==> src/rtl/risk_pkg.sv <==
// Shared definitions for the exp(mu) table path.
// Holds the table geometry used by both the producer (CalculateExpMu) and the
// receiving sink, plus the sink state encoding.
package risk_pkg;

  localparam int EXP_DATA_W = 17;
  localparam int EXP_ADDR_W = 6;
  localparam int EXP_DEPTH  = 64;

  typedef enum logic [1:0] {
    IDLE  = 2'd0,
    FILL  = 2'd1,
    READY = 2'd2
  } exp_sink_state_t;

endpackage

==> src/rtl/exp_table_sink_if.sv <==
// Interface bundling the exp table write stream and the random read port.
// Write stream : iData, iAddr, iValid, iDone   (producer -> sink)
// Read port    : iRdEn, iRdAddr                (consumer -> sink)
//                oRdData, oRdValid             (sink -> consumer)
// master modport: the side driving writes and read requests.
// slave  modport: the table sink.
interface exp_table_sink_if #(
  parameter int DATA_W = risk_pkg::EXP_DATA_W,
  parameter int ADDR_W = risk_pkg::EXP_ADDR_W
);

  logic [DATA_W-1:0] iData;
  logic [ADDR_W-1:0] iAddr;
  logic              iValid;
  logic              iDone;
  logic              iRdEn;
  logic [ADDR_W-1:0] iRdAddr;
  logic [DATA_W-1:0] oRdData;
  logic              oRdValid;

  modport master (
    output iData, iAddr, iValid, iDone, iRdEn, iRdAddr,
    input  oRdData, oRdValid
  );

  modport slave (
    input  iData, iAddr, iValid, iDone, iRdEn, iRdAddr,
    output oRdData, oRdValid
  );

endinterface

==> src/rtl/exp_table_ram.sv <==
// Simple dual-port table storage: one write port, one registered read port.
// Ports:
//   CLK      clock
//   wr_en    write strobe, wr_addr/wr_data written on the rising edge
//   rd_en    read strobe, rd_data updated on the rising edge
//   rd_addr  read index
//   rd_data  registered read data (holds its value when rd_en is low)
// The read register has no reset so the array plus read register map onto a
// block RAM primitive.
module exp_table_ram #(
  parameter int DATA_W = 17,
  parameter int ADDR_W = 6
) (
  input  logic              CLK,
  input  logic              wr_en,
  input  logic [ADDR_W-1:0] wr_addr,
  input  logic [DATA_W-1:0] wr_data,
  input  logic              rd_en,
  input  logic [ADDR_W-1:0] rd_addr,
  output logic [DATA_W-1:0] rd_data
);

  logic [DATA_W-1:0] mem [2**ADDR_W];

  always_ff @(posedge CLK) begin
    if (wr_en) begin
      mem[wr_addr] <= wr_data;
    end
    if (rd_en) begin
      rd_data <= mem[rd_addr];
    end
  end

endmodule

==> src/rtl/exp_table_sink.sv <==
// Receive side of the exp(mu) table stream.
// Collects one write per table address during FILL, tracks which addresses
// have been seen (bitmap), accumulates the sum of first-seen entries, flags
// duplicates and incomplete tables, then locks the table in READY and serves
// 1-cycle-latency reads.
// Ports:
//   CLK          clock, rising edge
//   iRst         synchronous active-high reset
//   iArm         pulse: clear bitmap/sum/flags and start a fill (any state)
//   bus          write stream + read port (slave side)
//   oBusy        high while filling
//   oReady       high while the table is complete and locked
//   oSum         sum of unique entries written since the last arm
//   oErrDup      sticky: an address was written twice in one fill
//   oErrMissing  sticky: end-of-table arrived with addresses missing
module exp_table_sink
  import risk_pkg::*;
#(
  parameter int DATA_W = EXP_DATA_W,
  parameter int ADDR_W = EXP_ADDR_W,
  parameter int SUM_W  = DATA_W + ADDR_W
) (
  input  logic               CLK,
  input  logic               iRst,
  input  logic               iArm,
  exp_table_sink_if.slave    bus,
  output logic               oBusy,
  output logic               oReady,
  output logic [SUM_W-1:0]   oSum,
  output logic               oErrDup,
  output logic               oErrMissing
);

  localparam int DEPTH = 2**ADDR_W;

  exp_sink_state_t   state_reg;
  logic [DEPTH-1:0]  bitmap_reg;
  logic [SUM_W-1:0]  sum_reg;
  logic              err_dup_reg;
  logic              err_missing_reg;
  logic              rd_valid_reg;

  logic [DEPTH-1:0]  addr_hit;
  logic [DEPTH-1:0]  bitmap_wr;
  logic              hit_set;
  logic              wr_en;
  logic              rd_en;
  logic [DATA_W-1:0] ram_rd_data;

  // One-hot decode of the write address.
  for (genvar gi = 0; gi < DEPTH; gi++) begin : g_hit
    assign addr_hit[gi] = (bus.iAddr == ADDR_W'(gi));
  end

  assign hit_set = |(bitmap_reg & addr_hit);
  // Bitmap including this cycle's write, so a write coinciding with iDone
  // is part of the completeness check.
  assign bitmap_wr = bitmap_reg | (bus.iValid ? addr_hit : '0);

  // Arm takes priority over a same-cycle write or read.
  assign wr_en = (state_reg == FILL)  && bus.iValid && !iArm;
  assign rd_en = (state_reg == READY) && bus.iRdEn  && !iArm;

  exp_table_ram #(
    .DATA_W (DATA_W),
    .ADDR_W (ADDR_W)
  ) u_ram (
    .CLK     (CLK),
    .wr_en   (wr_en),
    .wr_addr (bus.iAddr),
    .wr_data (bus.iData),
    .rd_en   (rd_en),
    .rd_addr (bus.iRdAddr),
    .rd_data (ram_rd_data)
  );

  always_ff @(posedge CLK) begin
    if (iRst) begin
      state_reg       <= IDLE;
      bitmap_reg      <= '0;
      sum_reg         <= '0;
      err_dup_reg     <= 1'b0;
      err_missing_reg <= 1'b0;
      rd_valid_reg    <= 1'b0;
    end else begin
      rd_valid_reg <= rd_en;
      if (iArm) begin
        state_reg       <= FILL;
        bitmap_reg      <= '0;
        sum_reg         <= '0;
        err_dup_reg     <= 1'b0;
        err_missing_reg <= 1'b0;
      end else begin
        case (state_reg)
          FILL: begin
            if (bus.iValid) begin
              bitmap_reg <= bitmap_wr;
              // A rewrite replaces the stored entry but the sum keeps the
              // first value.
              if (hit_set) begin
                err_dup_reg <= 1'b1;
              end else begin
                sum_reg <= sum_reg + SUM_W'(bus.iData);
              end
            end
            if (bus.iDone) begin
              if (&bitmap_wr) begin
                state_reg <= READY;
              end else begin
                err_missing_reg <= 1'b1;
                state_reg       <= IDLE;
              end
            end
          end
          default: begin
          end
        endcase
      end
    end
  end

  // The RAM read register is not reset; present zero whenever no read
  // result is valid.
  assign bus.oRdData  = rd_valid_reg ? ram_rd_data : '0;
  assign bus.oRdValid = rd_valid_reg;
  assign oBusy        = (state_reg == FILL);
  assign oReady       = (state_reg == READY);
  assign oSum         = sum_reg;
  assign oErrDup      = err_dup_reg;
  assign oErrMissing  = err_missing_reg;

endmodule
==> src/flat_wrapper.sv <==
// flat-port wrapper written by rule: the top's interface ports become plain ports
module exp_table_sink_flat import risk_pkg::*;
#(
  parameter int DATA_W = EXP_DATA_W,
  parameter int ADDR_W = EXP_ADDR_W,
  parameter int SUM_W  = DATA_W + ADDR_W
)
  (CLK, iRst, iArm, oBusy, oReady, oSum, oErrDup, oErrMissing, bus_iData, bus_iAddr, bus_iValid, bus_iDone, bus_iRdEn, bus_iRdAddr, bus_oRdData, bus_oRdValid);
  exp_table_sink_if #(.DATA_W(DATA_W), .ADDR_W(ADDR_W)) bus_i ();
  input  logic CLK;
  input  logic iRst;
  input  logic iArm;
  output logic oBusy;
  output logic oReady;
  output logic [SUM_W-1:0] oSum;
  output logic oErrDup;
  output logic oErrMissing;
  input wire logic [$bits(bus_i.iData)-1:0] bus_iData;
  input wire logic [$bits(bus_i.iAddr)-1:0] bus_iAddr;
  input wire logic [$bits(bus_i.iValid)-1:0] bus_iValid;
  input wire logic [$bits(bus_i.iDone)-1:0] bus_iDone;
  input wire logic [$bits(bus_i.iRdEn)-1:0] bus_iRdEn;
  input wire logic [$bits(bus_i.iRdAddr)-1:0] bus_iRdAddr;
  output wire logic [$bits(bus_i.oRdData)-1:0] bus_oRdData;
  output wire logic [$bits(bus_i.oRdValid)-1:0] bus_oRdValid;
  assign bus_i.iData = bus_iData;
  assign bus_i.iAddr = bus_iAddr;
  assign bus_i.iValid = bus_iValid;
  assign bus_i.iDone = bus_iDone;
  assign bus_i.iRdEn = bus_iRdEn;
  assign bus_i.iRdAddr = bus_iRdAddr;
  assign bus_oRdData = bus_i.oRdData;
  assign bus_oRdValid = bus_i.oRdValid;
  exp_table_sink #(.DATA_W(DATA_W), .ADDR_W(ADDR_W), .SUM_W(SUM_W)) u_core (.CLK(CLK), .iRst(iRst), .iArm(iArm), .bus(bus_i), .oBusy(oBusy), .oReady(oReady), .oSum(oSum), .oErrDup(oErrDup), .oErrMissing(oErrMissing));
endmodule
==> config.mk <==
export PLATFORM = sky130hd
export DESIGN_NAME = exp_table_sink_flat
export DESIGN_NICKNAME = d
export VERILOG_FILES = /design/src/rtl/risk_pkg.sv /design/src/rtl/exp_table_sink_if.sv /design/src/rtl/exp_table_ram.sv /design/src/rtl/exp_table_sink.sv /design/src/flat_wrapper.sv
export SDC_FILE = /design/constraint.sdc
export NUM_CORES = 1
export LEC_CHECK = 0
export CAP_MARGIN = 30
export CORE_ASPECT_RATIO = 0.9
export CORE_MARGIN = 5
export CORE_UTILIZATION = 65
export CTS_BUF_LIST = sky130_fd_sc_hd__clkbuf_8
export CTS_CLUSTER_DIAMETER = 50
export DETAILED_ROUTE_END_ITERATION = 12
export PLACE_DENSITY = 0.81
export SLEW_MARGIN = 30
export SYNTH_ARGS = -nofsm -noshare
export SYNTH_HDL_FRONTEND = slang
export SYNTH_SLANG_ARGS = --single-unit
export TNS_END_PERCENT = 20
==> constraint.sdc <==
create_clock -name CLK -period 5.1 [get_ports CLK]
set_input_delay 1.02 -clock CLK [delete_from_list [all_inputs] [get_ports CLK]]
set_output_delay 1.02 -clock CLK [all_outputs]
set_load 0.1 [all_outputs]
## Word-level counts from Yosys, hierarchy flattened

Memories as Yosys holds them, arrays and structs flattened. A register that Yosys moved wholly into a read port is not among the register bits.
Index checks and enable logic that the tools add are counted.

| storage, ports and cells | value |
|---|---|
| memory bits (read-only) | 0 |
| RAM bits | 1,088 |
| output and inout port bits | 45 |
| memories | 1 |
| input bits | 35 |
| word-level logic and storage cells | 103 |
| bits in latches | 0 |
| register bits after elaboration | 92 |

| cells by class | value |
|---|---|
| bitwise logic cells | 4 |
| shifts and indexed selects | 0 |
| order comparisons | 0 |
| mux-type cells | 8 |
| reductions and logical operators | 17 |
| div/mod/pow operators | 0 |
| equality and inequality tests | 65 |
| multipliers | 0 |
| add/subtract/negate cells | 1 |

Memories:

| name | words | bits a word | rd ports | clocked after memory_dff | write ports | line | text |
|---|---|---|---|---|---|---|---|
| u_core.u_ram.mem | 64 | 17 | 1 | 1 | 1 | exp_table_ram.sv:23 | `logic [DATA_W-1:0] mem [2**ADDR_W];` |

Operators by type and width:

| operator | count |
|---|---|
| $eq 6x6->1 const B | 32 |
| $eq 6x5->1 const B | 16 |
| $and 64x64->64 | 1 |
| $mux 64 | 1 |
| $or 64x64->64 | 1 |
| $reduce_and 64->1 | 1 |
| $reduce_or 64->1 | 1 |
| $eq 6x4->1 const B | 8 |
| $eq 6x3->1 const B | 4 |
| $add 23x17->23 | 1 |
| $mux 17 | 1 |
| $eq 6x2->1 const B | 2 |
| $reduce_and 3->1 | 3 |
| $eq 6x1->1 const B | 1 |
| $logic_not 6->1 | 1 |
| $reduce_and 2->1 | 3 |
| $mux 1 | 5 |
| $logic_and 1x1->1 | 4 |
| $reduce_bool 2->1 | 2 |
| $eq 2x1->1 const B | 1 |
| $eq 2x2->1 const B | 1 |
| $mux 2 | 1 |
| $not 1->1 | 2 |
| $reduce_or 2->1 | 1 |
| $logic_not 1->1 | 1 |

## Longest topological paths before layout

Gate-level depths: netlist of the first run.

| logic depth | value |
|---|---|
| word-level depth | 8 |
| gate-level depth with buffers | 13 |
| mapped depth without buffers | 10 |

## By module

Synthesis of the first run repeated with hierarchy kept, for this count alone.

| second synthesis, totals | value |
|---|---|
| cell total of the unflattened synthesis | 2,646 |
| area total of the unflattened synthesis | 48,079.9 sq um |

By module, submodules not included:

| module | times used | seq. area each (sq um) | area an instance (sq um) | cells each |
|---|---|---|---|---|
| exp_table_ram | 1 | 33,181.8 | 42,514.5 | 1,953 |
| exp_table_sink | 1 | 1,841.8 | 5,565.3 | 693 |

## Least setup slack after synthesis of the first run

OpenSTA, ideal clock, no wires.

| timing | value |
|---|---|
| kind | register to register |
| from | register u_core.state_reg[0] |
| to | memory u_core.u_ram.mem[59][0] (enable) |
| library setup time | 0.391 ns |
| slack | 1.070 ns |
| required time | 4.709 ns |
| period minus slack after synthesis | 4.030 ns |
| arrival time | 3.639 ns |
| cell stages (with the launch flop) | 7 |
| path buffers | 1 |
| cells stage by stage | dfxtp_1 -> nor2b_1 -> nand2_1 -> nor2_1 -> nand3_1 -> clkbuf_1 -> nor2_1 |

| between the ends | value |
|---|---|
| cells in the longest elaborated chain, start to end | 5 |

Ends and longest elaborated chain:

| what | line | text |
|---|---|---|
| from (decl) | exp_table_sink.sv:36 | `exp_sink_state_t state_reg;` |
| from (signal assigned) | exp_table_sink.sv:79 | `state_reg <= IDLE;` |
| from (signal assigned) | exp_table_sink.sv:88 | `state_reg <= FILL;` |
| from (signal assigned) | exp_table_sink.sv:108 | `state_reg <= READY;` |
| $eq 2x1->1 | n/a |  |
| named net oBusy | flat_wrapper.sv:13 | `output logic oBusy;` |
| $logic_and 1x1->1 (2 in series) | exp_table_sink.sv:61 | `assign wr_en = (state_reg == FILL) && bus.iValid && !iArm;` |
| $mux 1 | exp_table_ram.sv:26 | `if (wr_en) begin` |
| $mux 1 (not written as such) | exp_table_ram.sv:27 | `mem[wr_addr] <= wr_data;` |
| to (decl) | exp_table_ram.sv:23 |  |

The timed path passes the listed nets, and every way through them passes these cells.

## Final worst setup path of the first run

| timing | value |
|---|---|
| from | register u_core.rd_valid_reg, in the netlist u_core.bus.oRdValid |
| to | output port bus_oRdData[13] |

| between the ends | value |
|---|---|
| cells in the longest elaborated chain, start to end | 1 |

Ends and longest elaborated chain:

| what | line | text |
|---|---|---|
| from (decl) | exp_table_sink.sv:41 | `logic rd_valid_reg;` |
| from (signal assigned) | exp_table_sink.sv:86 | `rd_valid_reg <= rd_en;` |
| $mux 17 | exp_table_sink.sv:124 | `assign bus.oRdData = rd_valid_reg ? ram_rd_data : '0;` |
| to (decl) | flat_wrapper.sv:24 | `output wire logic [$bits(bus_i.oRdData)-1:0] bus_oRdData;` |

No other way between the ends.

==> flow_summary.toml, run 1 <==
[logic_synthesis]
synth.yosys.warnings = 0
synth_nets = 2373
synth_edf_count = 1105
synth.distinct_cells = 74
synth-async-reset-ratio = 0
ys_ff_latch = 1197
synthTopCellsByArea = "edfxtp_1, mux4_2, dfxtp_1"
synthFlopType = "edfxtp_1"
synth_top_area_cell = "edfxtp_1"
synth_top_area_frac = 0.701
avgSynthCellArea_um2 = 20.4
syn_area_mm2 = 0.0473
syn_inst = 2320
ys_top_cells_by_count = "edfxtp_1, mux4_2, nor2_1"
ys_seq_area_frac = 0.740
synth.most_common_cell = "edfxtp_1"

[timing]
rsz0062_at_grt = "false"
slew_headroom = 0.317
fin_ws_ns = 0.820
hold_ws_ns = 0.479
period_share = 0.839
hold_viol = 0
fmaxAchievable_mhz = 234
slew_violations = 0
setup_violations = 0
finClkSkew_ns = 0.0282
period_minus_slack_ns = 4.28
tns_ns = 0
worstMarginPinSlew_ns = 1.02

[global_route]
grt_max_degree = 79
grt_use_total = 0.320
grt-ovfl-total = 0
grt_pass1_vias = 25800
antenna_found_initial = 9
grt_pass1_wl_mm = 177

[die]
fp.dieH_um = 266
io-pin-count = 80
die-area_mm2 = 0.0783
core_area_mm2 = 0.0719
fp.dieW_um = 294
initial_core_util = 0.658
rows = 93

[placed_design]
io_buffers = 79
place_area_mm2 = 0.0500
gp_congestion = 0.893
dp_cells = 3343
hpwl_mm = 76.2
dp_worst_setup_slack_ns = 0.519

[clock_tree]
post_cts_buffers = 0
cts-resized-gates = 0
clk_latency_ns = 0.82
cts_buffers = 177
tritoncts = "built"
numClockSinks = 1197
cts_max_level = 4
cts_buffer_depth = 3
clockRootBuffer = "clkbuf_8"
cts_hold_buf = 0
cts.clk_slew.worst_paths_ns = 0.06

[power_and_ir_drop]
p_per_area_mw_per_mm2 = 356
vdd_ir_drop_max_uv = 287
p_leak_nw = 17.0

[route]
wl_mm = 123
ant_nets = 0
viasPerCell = 6.87
dr.pass1.iters = 5
met3_length_mm = 14.2
met2_wirelength_mm = 60.6
routedWlPerCell_um = 33.6
first_iter_violations = 3429
m1WireLength_mm = 43.1
drc_errors = 0
top_layer = "met5"
vias = 25200

[run]
drv_cap = 0

[hold_path]
min-delay-path-class = "reg2reg"

[setup_path]
reg2reg_depth = 10
r2r_slack_ns = 2.07
crit_start = "u_core.bus.oRdValid"
cp_data_arrival_time_ns = 3.26
timing.rr.end = "u_core.oSum[16]"
crit_fanout = 18
reg2reg_from = "u_core.oSum[0]"
path_cells = "and2_1 -> clkdlybuf4s50_1"
crit_end = "bus_oRdData[13]"
start_kind = "register"
critPathCaptureType = "primary output"
max_stage_delay_ns = 1.15
worstSetupPathType = "reg2out"
worst_ep_required_time_ns = 4.08
slowest_stage = "clkdlybuf4s50_1"

[final_layout]
seqCellArea_mm2 = 0.0350
largest_reg_flops = 1088
multiInputGateArea_mm2 = 0.0118
area_growth_pct = 12.6
fin_nets = 2625
fill_cells = 3887
fin_cells = 3673
postLayoutCellArea_mm2 = 0.0533
layout-drive-gt1-share = 0.305

[run_status]
status = "finished, final reports clean"
-- metrics by stage --
step	total power, W	utilization
floorplan	0.0115	-
global placement	0.0119	0.695
detailed placement	0.0120	0.695
CTS	0.0191	0.741
global route	0.0196	0.741
finish	0.0190	0.741
-- critical path, delay by kind of cell (launching register included) --
family                 cells  cell delay [ns]
buffers and inverters      1             1.15
DFF                        1             0.99
and+or+nand+nor            1             0.29
-- final cells by class --
class,count,area share
multi-input cells,972,0.222
flip-flops and latches,1197,0.657
clock buffers,185,0.0478
diodes,7,0.000329
well taps,950,0.0223
inverters,7,0.000493
repair buffers,217,0.0356
clock inverters,138,0.0145
-- per-layer routing --
layer | GRT usage | vias to the layer above
met4 | 0.141 | 6
li1 | - | 10200
met2 | 0.508 | 1776
met5 | 0 | -
met3 | 0.0823 | 292
met1 | 0.431 | 13000
-- worst min-delay path by stage --
stage                                from                 endpoint  depth (start not counted)
floorplan           u_core.bitmap_reg[26]    u_core.bitmap_reg[26]                          2
global placement          u_core.oSum[22]          u_core.oSum[22]                          2
detailed placement        u_core.oSum[22]          u_core.oSum[22]                          2
CTS                          bus_iData[0]  u_core.u_ram.mem[59][0]                          1
global route                 bus_iData[0]  u_core.u_ram.mem[59][0]                          1
finish                    u_core.oSum[22]          u_core.oSum[22]                          2
-- cells by family after synthesis --
group | Yosys count | share of synthesized area
adder cells (fa/ha/maj) | 18 | 0.00492
buffers and inverters | 151 | 0.0134
multiplexers | 382 | 0.175
flip-flops | 1197 | 0.740
AO/OA/AOI/OAI | 225 | 0.0283
AND/OR/NAND/NOR | 335 | 0.0362
XOR/XNOR | 12 | 0.00222
-- cells in the final DEF, fill, tap and decap left out, drive strengths merged, types with 26 or more instances in the layout --
cell           Yosys  final
dfxtp             92     92
edfxtp          1105   1105
nand2             39     39
and2              26     26
a21oi            150    150
nor2             164    164
mux4             357    357
clkdlybuf4s50      0     56
inv                7     64
clkinv             0     72
buf               42    161
clkbuf           102    185
-- power by group --
group	switching, W	internal, W	total (W)	leakage [nW]
clock	0.00362	0.00361	0.00723	1.90
sequential	0.00000460	0.0107	0.0107	10.7
combinational	0.000626	0.000402	0.00103	4.44
total	0.00425	0.0147	0.0190	17.0
Note: power is estimated with default switching activity, not from simulation.
==> run 2: changes to the inputs <==
- clock period: 5.1 -> 4.2 ns (I/O delays scaled with it)
==> flow_summary.toml, run 2 (synthesized netlist as in run 1, its figures left out) <==
[setup_path]
path_buf_inv = 1
worstSetupPathType = "reg2out"
max_stage_delay_ns = 1.20
critPathCaptureType = "primary output"
start_kind = "register"
cp_data_arrival_time_ns = 2.75
r2r_slack_ns = 1.10
crit_fanout = 4
slowest_stage = "clkdlybuf4s50_1"
critPathTopFamily = "buffers and inverters"
path_cells = "nor2b_1 -> clkdlybuf4s50_1"
worst_ep_required_time_ns = 3.36

[timing]
fin_ws_ns = 0.610
period_minus_slack_ns = 3.59
slew_headroom = 0.293
finClkSkew_ns = 0.0325
rsz0062_at_grt = "false"
hold_viol = 0
slew_violations = 0
period_share = 0.855
fmaxAchievable_mhz = 279
tns_ns = 0
worstMarginPinSlew_ns = 1.06
setup_violations = 0

[die]
initial_core_util = 0.658
fp.dieH_um = 266
io-pin-count = 80
core_area_mm2 = 0.0719
fp.dieW_um = 294
die-area_mm2 = 0.0783
rows = 93

[clock_tree]
cts_max_level = 4
cts-resized-gates = 0
tritoncts = "built"
cts.clk_slew.worst_paths_ns = 0.06
numClockSinks = 1197
post_cts_buffers = 0
cts_buffers = 181
clockRootBuffer = "clkbuf_8"
cts_buffer_depth = 3
cts_hold_buf = 0
clk_latency_ns = 0.82

[route]
drc_errors = 0
viasPerCell = 6.86
vias = 25400
ant_nets = 0
dr.pass1.iters = 6
first_iter_violations = 3778
routedWlPerCell_um = 33.2
wl_mm = 123

[power_and_ir_drop]
seqPwrFrac = 0.560
combinationalPowerShare = 0.055
cell_internal_pwr_w = 0.0180
pwr-share-clk = 0.385
p_leak_nw = 17.3
p_per_area_mw_per_mm2 = 432
switching_share = 0.225
vdd_ir_drop_max_uv = 299
switchingPower_w = 0.00524

[placed_design]
dp_cells = 3368
gp_congestion = 0.947
io_buffers = 79
hpwl_mm = 74.5
dp_worst_setup_slack_ns = 0.230

[final_layout]
final_common_cell = "edfxtp_1"
layout-drive-gt1-share = 0.314
fill_cells = 3794
layout_common_cells = "edfxtp_1, mux4_2, clkbuf_8, a21oi_1, buf_4"
fin_cells = 3706
fin_nets = 2654
largest_reg_flops = 1088
area_growth_pct = 13.7

[global_route]
grt-ovfl-total = 0
grt_use_total = 0.318
grt_pass1_vias = 26300
grt_pass1_wl_mm = 177
antenna_found_initial = 9
grt_max_degree = 69

[hold_path]
min-delay-path-class = "in2reg"

[run]
drv_cap = 0

[run_status]
status = "finished, final reports clean"
## run 2: metrics by stage
| stage | utilization | instance area (um2) | power [W] | hold slack [ns] |
|---|---|---|---|---|
| 6_report | 0.749 | 53800 | 0.0233 | 0.385 |
| 5_1_grt | 0.749 | 53800 | 0.0241 | 0.338 |
| 3_5_place_dp | 0.701 | 50400 | 0.0145 | 0.471 |
| 3_3_place_gp | 0.701 | 50400 | 0.0145 | 0.459 |
| 4_1_cts | 0.748 | 53800 | 0.0234 | 0.336 |
| 2_1_floorplan | - | 47300 | 0.0140 | 0.451 |
## run 2: worst reg2reg max path: stages, from the launching register on
cell and delay (ns):
dfxtp_1 0.33, ha_1 0.25, fa_1 0.45, a211oi_1 0.31
o211ai_1 0.22, a311oi_1 0.43, o211ai_1 0.19, a31oi_1 0.32
nand2b_1 0.25, a211oi_1 0.12, mux2i_1 0.13
## run 2: per-layer routing
metal,part of all wire,GRT usage,up-vias
met5,0.00083,0.00671,-
met4,0.034,0.103,6
met3,0.11,0.0802,266
met2,0.51,0.530,1946
met1,0.35,0.423,12900
li1,-,-,10300
## run 2: power by group through the flow
stage	Clock, W	Combinational (W)	Sequential, W
2_1_floorplan	0	0.000680	0.0133
3_3_place_gp	0	0.00122	0.0133
3_5_place_dp	0	0.00127	0.0133
4_1_cts	0.00909	0.00127	0.0130
5_1_grt	0.00971	0.00133	0.0130
6_report	0.00897	0.00128	0.0130
## run 2: layout make-up
class	instances	area, um2	area share
well taps	950	1190	0.0221
clock buffers	188	2590	0.0481
inverters	7	26.3	0.000488
diodes	7	17.5	0.000325
flip-flops and latches	1197	35000	0.651
repair buffers	242	2370	0.0440
multi-input cells	972	11800	0.220
clock inverters	143	805	0.0149
## run 2: worst paths after layout
check,endpoint,cells past startpoint,startpoint
worst max register to register,u_core.oSum[18],10,u_core.oSum[0]
worst min-delay path,u_core.u_ram.mem[62][10],1,bus_iData[10]
worst max-delay path,oBusy,2,u_core.state_reg[0]
worst min register to register,u_core.oSum[18],2,u_core.oSum[18]
